<file path="config.mk">
export PLATFORM = sky130hd
export DESIGN_NAME = imem_boot_loader
export DESIGN_NICKNAME = d
export VERILOG_FILES = /design/src/rtl/imem_boot_loader.sv
export SDC_FILE = /design/constraint.sdc
export NUM_CORES = 1
export LEC_CHECK = 0
export ABC_CLOCK_PERIOD_IN_PS = 4850
export BUFFER_PORTS_ARGS = -buffer_cell sky130_fd_sc_hd__buf_2
export CORE_AREA = 8 8 104 87
export CTS_CLUSTER_SIZE = 16
export DETAILED_ROUTE_END_ITERATION = 6
export DIE_AREA = 0 0 112 95
export PLACE_DENSITY_LB_ADDON = 0.08
export SLEW_MARGIN = 20
export SYNTH_ARGS = -nofsm -noshare
export SYNTH_HDL_FRONTEND = slang
export SYNTH_SLANG_ARGS = --single-unit
</file>
<file path="constraint.sdc">
create_clock -name clk -period 4.85 [get_ports clk]
set_clock_uncertainty 0.2 [all_clocks]
set_input_delay 0.485 -clock clk [delete_from_list [all_inputs] [get_ports clk]]
set_output_delay 0.485 -clock clk [all_outputs]
set_load 0.03 [all_outputs]
</file>
<file path="src/rtl/imem_boot_loader.sv">
// Boot-time instruction-memory loader: streams words into imem through a write port and
// holds the cpu core in reset until the image is written plus a guard interval.
module imem_boot_loader #(
  parameter int DATA_W   = 32,
  parameter int ADDR_W   = 8,
  parameter int DEPTH    = 256,
  parameter int RST_HOLD = 4
) (
  input  logic              clk,
  input  logic              reset,
  input  logic              load_start,
  input  logic [ADDR_W-1:0] load_base,
  input  logic              s_valid,
  output logic              s_ready,
  input  logic [DATA_W-1:0] s_data,
  input  logic              s_last,
  output logic              imem_we,
  output logic [ADDR_W-1:0] imem_addr,
  output logic [DATA_W-1:0] imem_wdata,
  output logic              cpu_reset,
  output logic              busy,
  output logic              done,
  output logic              err_overflow,
  output logic [ADDR_W:0]   word_count,
  output logic [1:0]        state_dbg
);

  // Stream handshake: a beat transfers on a rising edge where s_valid && s_ready;
  // s_ready is high exactly while in LOAD and does not depend on s_valid.

  localparam int HC_W = (RST_HOLD > 1) ? $clog2(RST_HOLD) : 1;
  localparam logic [ADDR_W:0] DEPTH_P   = (ADDR_W+1)'(DEPTH);
  localparam logic [ADDR_W:0] CNT_MAX   = '1;
  localparam logic [HC_W-1:0] HOLD_LAST = HC_W'(RST_HOLD - 1);

  typedef enum logic [1:0] {
    ST_IDLE = 2'd0,
    ST_LOAD = 2'd1,
    ST_HOLD = 2'd2,
    ST_RUN  = 2'd3
  } state_t;

  state_t            state_q, state_d;
  logic [ADDR_W:0]   ptr_q, ptr_d;
  logic [ADDR_W:0]   cnt_q, cnt_d;
  logic              err_q, err_d;
  logic              we_q, we_d;
  logic [ADDR_W-1:0] addr_q, addr_d;
  logic [DATA_W-1:0] wdata_q, wdata_d;
  logic [HC_W-1:0]   hold_q, hold_d;
  logic              cpu_reset_q, cpu_reset_d;
  logic              accept;
  logic              overflow;

  assign accept   = s_valid && (state_q == ST_LOAD);
  // Pointer is one bit wider than the address and saturates at DEPTH, so it never wraps.
  assign overflow = (ptr_q >= DEPTH_P);

  always_comb begin
    state_d = state_q;
    ptr_d   = ptr_q;
    cnt_d   = cnt_q;
    err_d   = err_q;
    we_d    = 1'b0;
    addr_d  = addr_q;
    wdata_d = wdata_q;
    hold_d  = hold_q;
    case (state_q)
      ST_IDLE, ST_RUN: begin
        if (load_start) begin
          state_d = ST_LOAD;
          ptr_d   = {1'b0, load_base};
          cnt_d   = '0;
          err_d   = 1'b0;
        end
      end
      ST_LOAD: begin
        if (accept) begin
          if (overflow) begin
            err_d = 1'b1;
          end else begin
            we_d    = 1'b1;
            addr_d  = ptr_q[ADDR_W-1:0];
            wdata_d = s_data;
            ptr_d   = ptr_q + 1'b1;
          end
          if (cnt_q != CNT_MAX) cnt_d = cnt_q + 1'b1;
          if (s_last) begin
            state_d = ST_HOLD;
            hold_d  = '0;
          end
        end
      end
      ST_HOLD: begin
        if (hold_q == HOLD_LAST) state_d = ST_RUN;
        else hold_d = hold_q + 1'b1;
      end
      default: state_d = ST_IDLE;
    endcase
    // Registered from the next state so the core is released exactly on entry to RUN.
    cpu_reset_d = (state_d != ST_RUN);
  end

  always_ff @(posedge clk or negedge reset) begin
    if (!reset) begin
      state_q     <= ST_IDLE;
      ptr_q       <= '0;
      cnt_q       <= '0;
      err_q       <= 1'b0;
      we_q        <= 1'b0;
      addr_q      <= '0;
      wdata_q     <= '0;
      hold_q      <= '0;
      cpu_reset_q <= 1'b1;
    end else begin
      state_q     <= state_d;
      ptr_q       <= ptr_d;
      cnt_q       <= cnt_d;
      err_q       <= err_d;
      we_q        <= we_d;
      addr_q      <= addr_d;
      wdata_q     <= wdata_d;
      hold_q      <= hold_d;
      cpu_reset_q <= cpu_reset_d;
    end
  end

  assign s_ready      = (state_q == ST_LOAD);
  assign busy         = (state_q == ST_LOAD) || (state_q == ST_HOLD);
  assign done         = (state_q == ST_RUN);
  assign imem_we      = we_q;
  assign imem_addr    = addr_q;
  assign imem_wdata   = wdata_q;
  assign cpu_reset    = cpu_reset_q;
  assign err_overflow = err_q;
  assign word_count   = cnt_q;
  assign state_dbg    = state_q;

endmodule

</file>
==> flow_summary_export.csv, run 1 <==
group,metric,value,unit
status,outcome,"completed",
grt,grt_pass1_vias,2469,
sta,clock.fmax,0.3651,GHz
synthesis,synth_edf_count,0,
detailed_routing,drc,0,
final_layout,mostFrequentLayoutCell,"nand2_1",
final_layout,area_growth,25.60,%
sta,setup_viol,0,
synthesis,netlist_area,2943,um2
detailed_routing,drt_iter0_drc,131,
synthesis,ys_async_sr_fraction,1.000,
final_layout,drive_gt1_frac,0.3042,
final_layout,final_nets,472,
floorplanning,io_pins,102,
grt,grt_pass1_wl,12340,um
floorplanning,core,7287,um2
placement,finalWeightedCongestion,0.7632,
sta,hold_violations,0,
sta,tightest_slew,0.9113,ns
power_and_ir_drop,cellLeakagePower,1.946,nW
clock_network,cts_buffers,9,
grt,antenna_found_initial,0,
power_and_ir_drop,p_per_area,707.5,nW/um2
synthesis,ys_seq_elements,65,
detailed_routing,wl_per_cell,14.61,um
sta,maxSlewViolCount,0,
clock_network,ctsHoldBuffers,1,
power_and_ir_drop,ir_drop,0.0002784,V
sta,rsz0062_at_grt,"no",
detailed_routing,vias_per_cell,4.856,
final_layout,num_antenna_cells,0,
clock_network,clk_pin_slew_worst_paths,0.07,ns
synthesis,synth_ff_type,"dfrtp_1",
synthesis,yosysSeqAreaShare,0.5531,
placement,port_buffers,101,
detailed_routing,vias,2496,
final_layout,fillers,732,
sta,post-route-min-period,2.739,ns
floorplanning,rows,28,
detailed_routing,first_pass_iters,4,
worst_setup_path,required,4.90,ns
sta,period_share,0.5648,
grt,grt_overflow,0,
floorplanning,fp.dieW,112,um
final_layout,layout_common_cells,"119 x nand2_1, 101 x buf_2, 64 x dfrtp_1, 16 x o21ai_0, 14 x a21oi_1",
clock_network,ctsHtreeMaxLevel,3,
detailed_routing,ant_nets,0,
synthesis,synthCells,321,
floorplanning,die_y,95,um
detailed_routing,wirelength,7511,um
final_layout,ff_latch_area,1628,um2
synthesis,synth_fp_nets,373,
clock_network,ctsResizeCount,0,
clock_network,cts_tree,"yes",
sta,fin_setup_tns,0,ns
min_path,hp-class,"in -> reg",
clock_network,cts.sinks,65,
worst_setup_path,arrival,2.79,ns
clock_network,cts-root-buf,"clkbuf_8",
sta,whs,0.1330,ns
synthesis,ys_warn_count,0,
final_layout,multiInputGateArea,1217,um2
synthesis,syn_area_per_cell,9.168,um2
floorplanning,die_area,10640,um2
clock_network,post_cts_buffers,0,
clock_network,cts_buffer_depth,2,
synthesis,yosys.cell_types.count,39,
worst_setup_path,start_kind,"flip-flop",
worst_setup_path,cp_max_fo,37,
grt,grt_max_degree,42,
worst_setup_path,worstSetupEndpointType,"flip-flop",
job,max-cap-violations,0,
sta,slew_headroom,0.3887,
grt,grt_usage,0.1453,
clock_network,clk-insertion-delay-late,0.34,ns
placement,dpl.hpwl,5464,um
floorplanning,start_util,0.4038,
worst_setup_path,path_class,"reg -> reg",
-- worst max-delay path, stage by stage (launching register included) --
cell and delay [ns]:
dfrtp_1 0.42, inv_1 0.08, ha_2 0.61, mux2i_2 0.27
a21oi_1 0.69, o21ai_0 0.20, o21ai_0 0.19
-- sequential cells by signal, indices dropped and copies added (netlist names) --
signal        cells
state_dbg         2
hold_q            2
word_count        9
imem_addr         8
imem_we           1
err_overflow      1
cpu_reset         1
imem_wdata       32
ptr_q             9
-- final timing paths --
path	start	endpoint	slack [ns]	cells after the start
max	state_dbg[1]$_DFF_PN0_	ptr_q[0]$_DFFE_PN0P_	2.11	6
min	s_data[29]	imem_wdata[29]$_DFFE_PN0P_	0.13	3
max reg2reg	state_dbg[1]$_DFF_PN0_	ptr_q[0]$_DFFE_PN0P_	2.11	6
min reg2reg	imem_wdata[10]$_DFFE_PN0P_	imem_wdata[10]$_DFFE_PN0P_	0.27	2
max in group asynchronous	reset	word_count[3]$_DFFE_PN0P_	3.01	3
min in group asynchronous	reset	imem_wdata[10]$_DFFE_PN0P_	0.50	2
-- synth_stat cells, drive strengths merged, types with 2 or more instances --
cell | n | share of area
nand2 | 119 | 0.15
dfrtp | 64 | 0.54
o21ai | 16 | 0.027
a21oi | 14 | 0.024
nor2 | 12 | 0.015
nand3 | 10 | 0.017
clkbuf | 9 | 0.011
buf | 7 | 0.014
ha | 7 | 0.030
mux2 | 7 | 0.027
inv | 6 | 0.0077
nand2b | 6 | 0.013
a21o | 4 | 0.010
xnor2 | 4 | 0.012
a211oi | 3 | 0.0077
nor2b | 3 | 0.0064
nor3 | 3 | 0.0051
o31ai | 3 | 0.0077
or4 | 3 | 0.0077
a22oi | 2 | 0.0051
mux2i | 2 | 0.0081
nand3b | 2 | 0.0051
o22ai | 2 | 0.0043
or2 | 2 | 0.0043
-- per-stage QoR --
step           power (mW)  setup slack [ns]  area, um2  instances    util
2_1_floorplan       1.855             2.372       2943        321       -
3_3_place_gp        2.194             1.854       3502        498  0.4806
3_5_place_dp        2.221             1.717       3502        498  0.4806
4_1_cts             2.653             1.660       3694        514  0.5069
5_1_grt             2.822             1.788       3696        514  0.5072
6_report            2.615             2.111       3696        514  0.5072
-- logic make-up (layout without fill, tap and decap cells) --
kind of cell | count (synthesis) | in the layout | synth area share
flip-flops | 65 | 65 | 0.5531
buffers and inverters | 23 | 126 | 0.03401
AO/OA/AOI/OAI | 50 | 50 | 0.1029
adder cells (fa/ha/maj) | 7 | 7 | 0.02976
XOR/XNOR | 4 | 4 | 0.01190
AND/OR/NAND/NOR | 163 | 163 | 0.2334
multiplexers | 9 | 9 | 0.03486
-- layout make-up --
cell class                      instances  share of cell area
Inverter                                7            0.007109
Clock buffer                           13             0.04570
Clock inverter                          2            0.003385
Timing Repair Buffer                  104              0.1435
Multi-Input combinational cell        233              0.3294
Tap cell                               90             0.03047
Sequential cell                        65              0.4404
-- report_power, final --
part | internal [mW] | switching [mW] | total (mW)
logic | 0.390 | 0.879 | 1.27
registers | 0.769 | 0.157 | 0.926
clock network | 0.224 | 0.195 | 0.419
total | 1.38 | 1.23 | 2.61
-- layer usage --
metal / wire length, um / vias up / track usage
met3: 553 / 9 / 0.06824
met2: 3395 / 65 / 0.2209
met5: 0 / - / 0
met1: 3483 / 1155 / 0.1829
met4: 78 / 0 / 0.04031
li1: - / 1267 / -
(Power assumes the default switching activity.)
==> run 2, diff against run 1 <==
--- a/config.mk
+++ b/config.mk
@@ -5,7 +5,7 @@
 export SDC_FILE = /design/constraint.sdc
 export NUM_CORES = 1
 export LEC_CHECK = 0
-export ABC_CLOCK_PERIOD_IN_PS = 4850
+export ABC_CLOCK_PERIOD_IN_PS = 2400
 export BUFFER_PORTS_ARGS = -buffer_cell sky130_fd_sc_hd__buf_2
 export CORE_AREA = 8 8 104 87
 export CTS_CLUSTER_SIZE = 16
==> constraint.sdc (replaced) <==
create_clock -name clk -period 2.4 [get_ports clk]
set_clock_uncertainty 0.2 [all_clocks]
set_input_delay 0.24 -clock clk [delete_from_list [all_inputs] [get_ports clk]]
set_output_delay 0.24 -clock clk [all_outputs]
set_load 0.03 [all_outputs]
==> run 2 against run 1 <==
Net effect:
- via count rose by 6.2%
- total power grew 110%
- global-route usage up 1.2 points
- highest routed layer unchanged
- combinational power rose by 120%
==> flow_summary_export.csv, run 2 (synthesized netlist as in run 1, its figures left out) <==
group,metric,value,unit
sta,period_share,0.9406,
sta,setup_viol,0,
final_layout,layout_common_cells,"119 x nand2_1, 101 x buf_2, 62 x dfrtp_1, 38 x dlygate4sd3_1, 16 x o21ai_0",
detailed_routing,vias,2650,
sta,slew_headroom,0.6739,
grt,antenna_found_initial,0,
clock_network,cts_buffers,9,
worst_setup_path,reg2reg_depth,8,
worst_setup_path,r2r-start,"word_count[0]$_DFFE_PN0P_",
final_layout,area_growth,41.33,%
grt,grt_pass1_wl,13600,um
power_and_ir_drop,switching_share,0.4634,
clock_network,cts.sinks,65,
placement,dpl_worst_slack,0.05778,ns
floorplanning,core,7287,um2
power_and_ir_drop,p_comb_frac,0.502,
sta,whs,0.02863,ns
placement,port_buffers,101,
min_path,hp-class,"in -> reg",
detailed_routing,vias_per_cell,4.732,
clock_network,post_cts_buffers,0,
worst_setup_path,start_kind,"flip-flop",
worst_setup_path,cp_max_fo,6,
power_and_ir_drop,switchingPower,2.526,mW
sta,maxSlewViolCount,0,
placement,finalWeightedCongestion,0.8499,
sta,hold_violations,0,
final_layout,final_cells,560,
floorplanning,rows,28,
power_and_ir_drop,p_per_area,1311,nW/um2
grt,grt_overflow,0,
final_layout,num_antenna_cells,0,
status,outcome,"completed",
worst_setup_path,worstSetupEndpointType,"flip-flop",
final_layout,fillers,667,
grt,grt_pass1_vias,2786,
grt,grt_max_degree,66,
worst_setup_path,arrival,2.30,ns
detailed_routing,drt_iter0_drc,121,
clock_network,clk-insertion-delay-late,0.33,ns
floorplanning,die_y,95,um
detailed_routing,wirelength,8043,um
power_and_ir_drop,cellLeakagePower,2.144,nW
worst_setup_path,slowest_stage,"or4_1",
power_and_ir_drop,ir_drop,0.0005561,V
placement,dpl.cell_count,507,
placement,dpl.hpwl,5542,um
worst_setup_path,slowest_delay,0.47,ns
clock_network,ctsHtreeMaxLevel,3,
detailed_routing,drc,0,
final_layout,stdcell_area,4159,um2
power_and_ir_drop,p_clk_frac,0.157,
sta,post-route-min-period,2.257,ns
final_layout,multiInputGateArea,1227,um2
worst_setup_path,crit_start,"word_count[0]$_DFFE_PN0P_",
power_and_ir_drop,p_seq_frac,0.341,
clock_network,cts_buffer_depth,2,
worst_setup_path,reg2reg_to,"word_count[5]$_DFFE_PN0P_",
final_layout,ff_latch_area,1630,um2
floorplanning,io_pins,102,
clock_network,clk_pin_slew_worst_paths,0.07,ns
worst_setup_path,path_class,"reg -> reg",
final_layout,mostFrequentLayoutCell,"nand2_1",
floorplanning,fp.dieW,112,um
detailed_routing,wl_per_cell,14.36,um
floorplanning,die_area,10640,um2
detailed_routing,ant_nets,0,
worst_setup_path,cp_cell_sequence,"ha_2 > nand2_1 > nor2_1 > ha_1 > nand2b_2 > a21o_1 > or4_1 > a21oi_1",
worst_setup_path,rrSetupSlack,0.14,ns
detailed_routing,first_pass_iters,4,
power_and_ir_drop,power.internal,2.925,mW
final_layout,final_nets,518,
clock_network,cts-root-buf,"clkbuf_8",
worst_setup_path,cp-endpoint,"word_count[5]$_DFFE_PN0P_",
final_layout,largest_reg_flops,32,
clock_network,cts_tree,"yes",
job,max-cap-violations,0,
worst_setup_path,required,2.45,ns
sta,clock.fmax,0.4430,GHz
sta,setup_ws,0.1426,ns
sta,rsz0062_at_grt,"no",
placement,place_area,3587,um2
sta,fin_setup_tns,0,ns
floorplanning,start_util,0.4038,
grt,grt_usage,0.1573,
sta,tightest_slew,0.4892,ns
final_layout,drive_gt1_frac,0.3043,
-- run 2: cell types whose count changed in the layout (fill, tap and decap cells not counted), sizes merged --
cell | before | now
dlygate4sd3 | 1 | 38
buf | 103 | 112
-- run 2: what timing repair did --
action | CTS | global route
resized for setup | 0 | 4
setup endpoints to repair | 0 | 9
hold endpoints to repair | 101 | 0
hold buffers | 38 | 0
-- run 2: layout make-up --
type                            count  share of cell area
Clock inverter                      2            0.003008
Tap cell                           90             0.02708
Timing Repair Buffer              150              0.2359
Sequential cell                    65              0.3920
Inverter                            7            0.006318
Multi-Input combinational cell    233              0.2951
Clock buffer                       13             0.04061
-- run 2: stage by stage --
stage / total power [mW] / utilization
floorplan: 3.755 / -
global route: 5.879 / 0.5707
detailed placement: 4.595 / 0.4923
CTS: 5.520 / 0.5694
global placement: 4.543 / 0.4923
finish: 5.452 / 0.5707
-- run 2: worst max-delay path, delay by kind of cell (launching register included) --
| kind | cells | cell delay [ns] |
|---|---|---|
| AO/OA/AOI/OAI | 2 | 0.37 |
| adder cells (fa/ha/maj) | 2 | 0.38 |
| flip-flops | 1 | 0.44 |
| AND/OR/NAND/NOR | 4 | 0.78 |
-- run 2: power by group through the flow --
| stage | combinational, mW | clock (mW) | sequential (mW) |
|---|---|---|---|
| after floorplan | 1.18 | 0 | 2.57 |
| after global routing | 3.03 | 0.926 | 1.93 |
| after CTS | 2.78 | 0.884 | 1.86 |
| after global placement | 2.69 | 0 | 1.86 |
| after detailed placement | 2.71 | 0 | 1.88 |
| final | 2.74 | 0.854 | 1.86 |
-- run 2: how the worst min path moves through the flow --
stage / from / end / slack [ns] / cells after the start
after CTS: load_base[2] / ptr_q[2]$_DFFE_PN0P_ / 0.02 / 3
after global routing: load_base[2] / ptr_q[2]$_DFFE_PN0P_ / 0.02 / 3
after global placement: reset / word_count[2]$_DFFE_PN0P_ / 0.09 / 2
after detailed placement: reset / word_count[8]$_DFFE_PN0P_ / 0.09 / 2
after floorplan: reset / err_overflow$_DFFE_PN0P_ / -0.26 / 0
final: load_base[2] / ptr_q[2]$_DFFE_PN0P_ / 0.03 / 3
-- run 2: routing by layer --
| layer | GRT usage | vias up | wire length [um] |
|---|---|---|---|
| met5 | 0 | - | 0 |
| met2 | 0.2682 | 62 | 3788 |
| met3 | 0.05166 | 11 | 430 |
| met4 | 0.04927 | 0 | 95 |
| li1 | - | 1351 | - |
| met1 | 0.1871 | 1226 | 3728 |
==> run 3, diff against run 2 <==
--- a/config.mk
+++ b/config.mk
@@ -11,7 +11,7 @@
 export CTS_CLUSTER_SIZE = 16
 export DETAILED_ROUTE_END_ITERATION = 6
 export DIE_AREA = 0 0 112 95
-export PLACE_DENSITY_LB_ADDON = 0.08
+export PLACE_DENSITY = 0.69
 export SLEW_MARGIN = 20
 export SYNTH_ARGS = -nofsm -noshare
 export SYNTH_HDL_FRONTEND = slang
==> run 3 against run 2 <==
Net effect:
- final cell count is 0.18% lower
- combinational power hardly changed
- utilization is 0.91 points higher
- final area is 1.6% higher
- sequential share of layout area is 0.62 points lower
- total power is 7.4% higher
- global-route usage is 0.48 points higher
- wire length is 2.1% higher
- non-clock buffer count is 2 lower
- first-iteration DRC count is 36% higher
- largest power group unchanged
==> flow_summary_export.csv, run 3 (synthesized netlist as in run 1, its figures left out) <==
group,metric,value,unit
job,max-cap-violations,0,
detailed_routing,vias,2722,
final_layout,num_antenna_cells,0,
worst_setup_path,cp_max_fo,7,
grt,grt_pass1_vias,2797,
min_path,min_path_cells,3,
clock_network,cts_buffer_depth,2,
sta,clock.fmax,0.4524,GHz
sta,maxSlewViolCount,0,
clock_network,ctsHtreeMaxLevel,3,
clock_network,cts_tree,"yes",
worst_setup_path,arrival,2.28,ns
worst_setup_path,crit_family,"simple AND/OR/NAND/NOR gates",
power_and_ir_drop,p_per_area,1386,nW/um2
final_layout,fillers,655,
floorplanning,fp.dieW,112,um
grt,grt_max_degree,39,
power_and_ir_drop,ir_drop,0.0007693,V
detailed_routing,wirelength,8215,um
final_layout,stdcell_area,4225,um2
worst_setup_path,slowest_stage,"or4_1",
grt,grt_overflow,0,
min_path,hp-class,"in -> reg",
floorplanning,die_y,95,um
sta,period_share,0.9211,
detailed_routing,drt_iter0_drc,164,
sta,tightest_slew,0.4802,ns
final_layout,multiInputGateArea,1239,um2
power_and_ir_drop,cellLeakagePower,2.166,nW
detailed_routing,dr_wl_met3,438,um
detailed_routing,wl_per_cell,14.70,um
sta,post-route-min-period,2.211,ns
final_layout,largest_reg_flops,32,
detailed_routing,wl_met2,4057,um
worst_setup_path,start_kind,"flip-flop",
grt,antenna_found_initial,0,
sta,setup_viol,0,
grt,grt_usage,0.1621,
grt,grt_pass1_wl,13870,um
clock_network,cts-root-buf,"clkbuf_8",
clock_network,cts.sinks,65,
floorplanning,start_util,0.4038,
worst_setup_path,r2r-start,"state_dbg[0]$_DFF_PN0_",
floorplanning,core,7287,um2
clock_network,post_cts_buffers,0,
final_layout,drive_gt1_frac,0.3049,
floorplanning,io_pins,102,
detailed_routing,ant_nets,0,
sta,hold_violations,0,
sta,slew_headroom,0.6716,
status,outcome,"completed",
detailed_routing,highest_layer,"met4",
worst_setup_path,reg2reg_to,"word_count[5]$_DFFE_PN0P_",
final_layout,mostFrequentLayoutCell,"nand2_1",
sta,rsz0062_at_grt,"no",
worst_setup_path,reg2reg_depth,6,
detailed_routing,vias_per_cell,4.869,
worst_setup_path,slowest_delay,0.48,ns
final_layout,layout_common_cells,"119 x nand2_1, 101 x buf_2, 62 x dfrtp_1, 37 x dlygate4sd3_1, 16 x o21ai_0",
worst_setup_path,worstSetupEndpointType,"flip-flop",
worst_setup_path,cp_cell_sequence,"inv_1 > ha_1 > mux2i_2 > a21o_1 > or4_1 > a21oi_1",
placement,place_area,3567,um2
clock_network,clk_pin_slew_worst_paths,0.08,ns
placement,finalWeightedCongestion,0.8465,
power_and_ir_drop,total_power,5.854,mW
detailed_routing,met1Wirelength,3524,um
worst_setup_path,crit_start,"state_dbg[0]$_DFF_PN0_",
final_layout,final_nets,516,
detailed_routing,drc,0,
worst_setup_path,cp_num_buf_inv,1,
floorplanning,rows,28,
final_layout,ff_latch_area,1630,um2
placement,dpl.hpwl,5725,um
floorplanning,die_area,10640,um2
worst_setup_path,rrSetupSlack,0.19,ns
detailed_routing,first_pass_iters,5,
min_path,whs_endpoint,"ptr_q[4]$_DFFE_PN0P_",
worst_setup_path,required,2.47,ns
final_layout,area_growth,43.58,%
placement,port_buffers,101,
worst_setup_path,path_class,"reg -> reg",
min_path,hold_start,"load_base[4]",
clock_network,clk-insertion-delay-late,0.34,ns
clock_network,cts_buffers,9,
-- run 3: changes by cell type in the layout (fill, tap and decap cells not counted) --
cell	previous run	this run
ha_4	0	1
a2111oi_0	0	1
a2111oi_1	1	0
bufinv_16	0	4
buf_12	1	0
dlygate4sd3_1	38	37
clkbuf_1	1	0
ha_1	5	6
clkinvlp_4	1	3
ha_2	2	0
nand2b_2	1	0
nand2b_4	0	1
clkinv_2	1	0
clkbuf_8	12	9
-- run 3: per-stage QoR --
| step | util | hold WS (ns) | setup WS, ns | TNS [ns] | instances |
|---|---|---|---|---|---|
| global placement | 0.4895 | 0.07217 | 0.1056 | 0 | 506 |
| detailed placement | 0.4895 | 0.08048 | -0.04038 | -0.05261 | 506 |
| finish | 0.5798 | 0.02031 | 0.1894 | 0 | 559 |
| floorplan | - | -0.2556 | 0.01976 | 0 | 321 |
| global route | 0.5798 | 0.01413 | 0.08065 | 0 | 559 |
| CTS | 0.5774 | 0.001852 | 0.09037 | 0 | 559 |
-- run 3: final cells by class --
class | instances | share of cell area
Tap cell | 90 | 0.02665
Timing Repair Buffer | 148 | 0.2251
Sequential cell | 65 | 0.3858
Inverter | 7 | 0.006219
Multi-Input combinational cell | 233 | 0.2932
Clock inverter | 7 | 0.03376
Clock buffer | 9 | 0.02932
-- run 3: power breakdown --
group	switching [mW]	internal [mW]
Clock	0.442	0.794
Combinational	1.84	0.911
Sequential	0.312	1.56
Total	2.59	3.26
-- run 3: worst reg2reg max path, cell delays in order, from the launching register on --
cell and delay, ns:
dfrtp_2 0.45, inv_1 0.08, ha_1 0.34, mux2i_2 0.23, a21o_1 0.22, or4_1 0.48
a21oi_1 0.16
-- run 3: worst max path at each step --
stage	end	slack, ns	cells past startpoint
after floorplan	word_count[5]$_DFFE_PN0P_	0.02	9
after global placement	ptr_q[0]$_DFFE_PN0P_	0.11	6
after detailed placement	ptr_q[0]$_DFFE_PN0P_	-0.04	6
after CTS	word_count[5]$_DFFE_PN0P_	0.09	6
after global routing	word_count[7]$_DFFE_PN0P_	0.08	8
final	word_count[5]$_DFFE_PN0P_	0.19	6
-- run 3: timing repair --
item | in CTS | in global routing
hold buffers | 37 | 0
hold endpoints to repair | 101 | 0
endpoints found under the setup margin | 2 | 4
resized for setup | 1 | 2
pin swaps | 0 | 0
-- run 3: layer usage --
layer / track usage / up-vias
li1: - / 1345
met1: 0.1906 / 1287
met2: 0.2703 / 73
met3: 0.05676 / 17
met4: 0.06495 / 0
met5: 0 / -
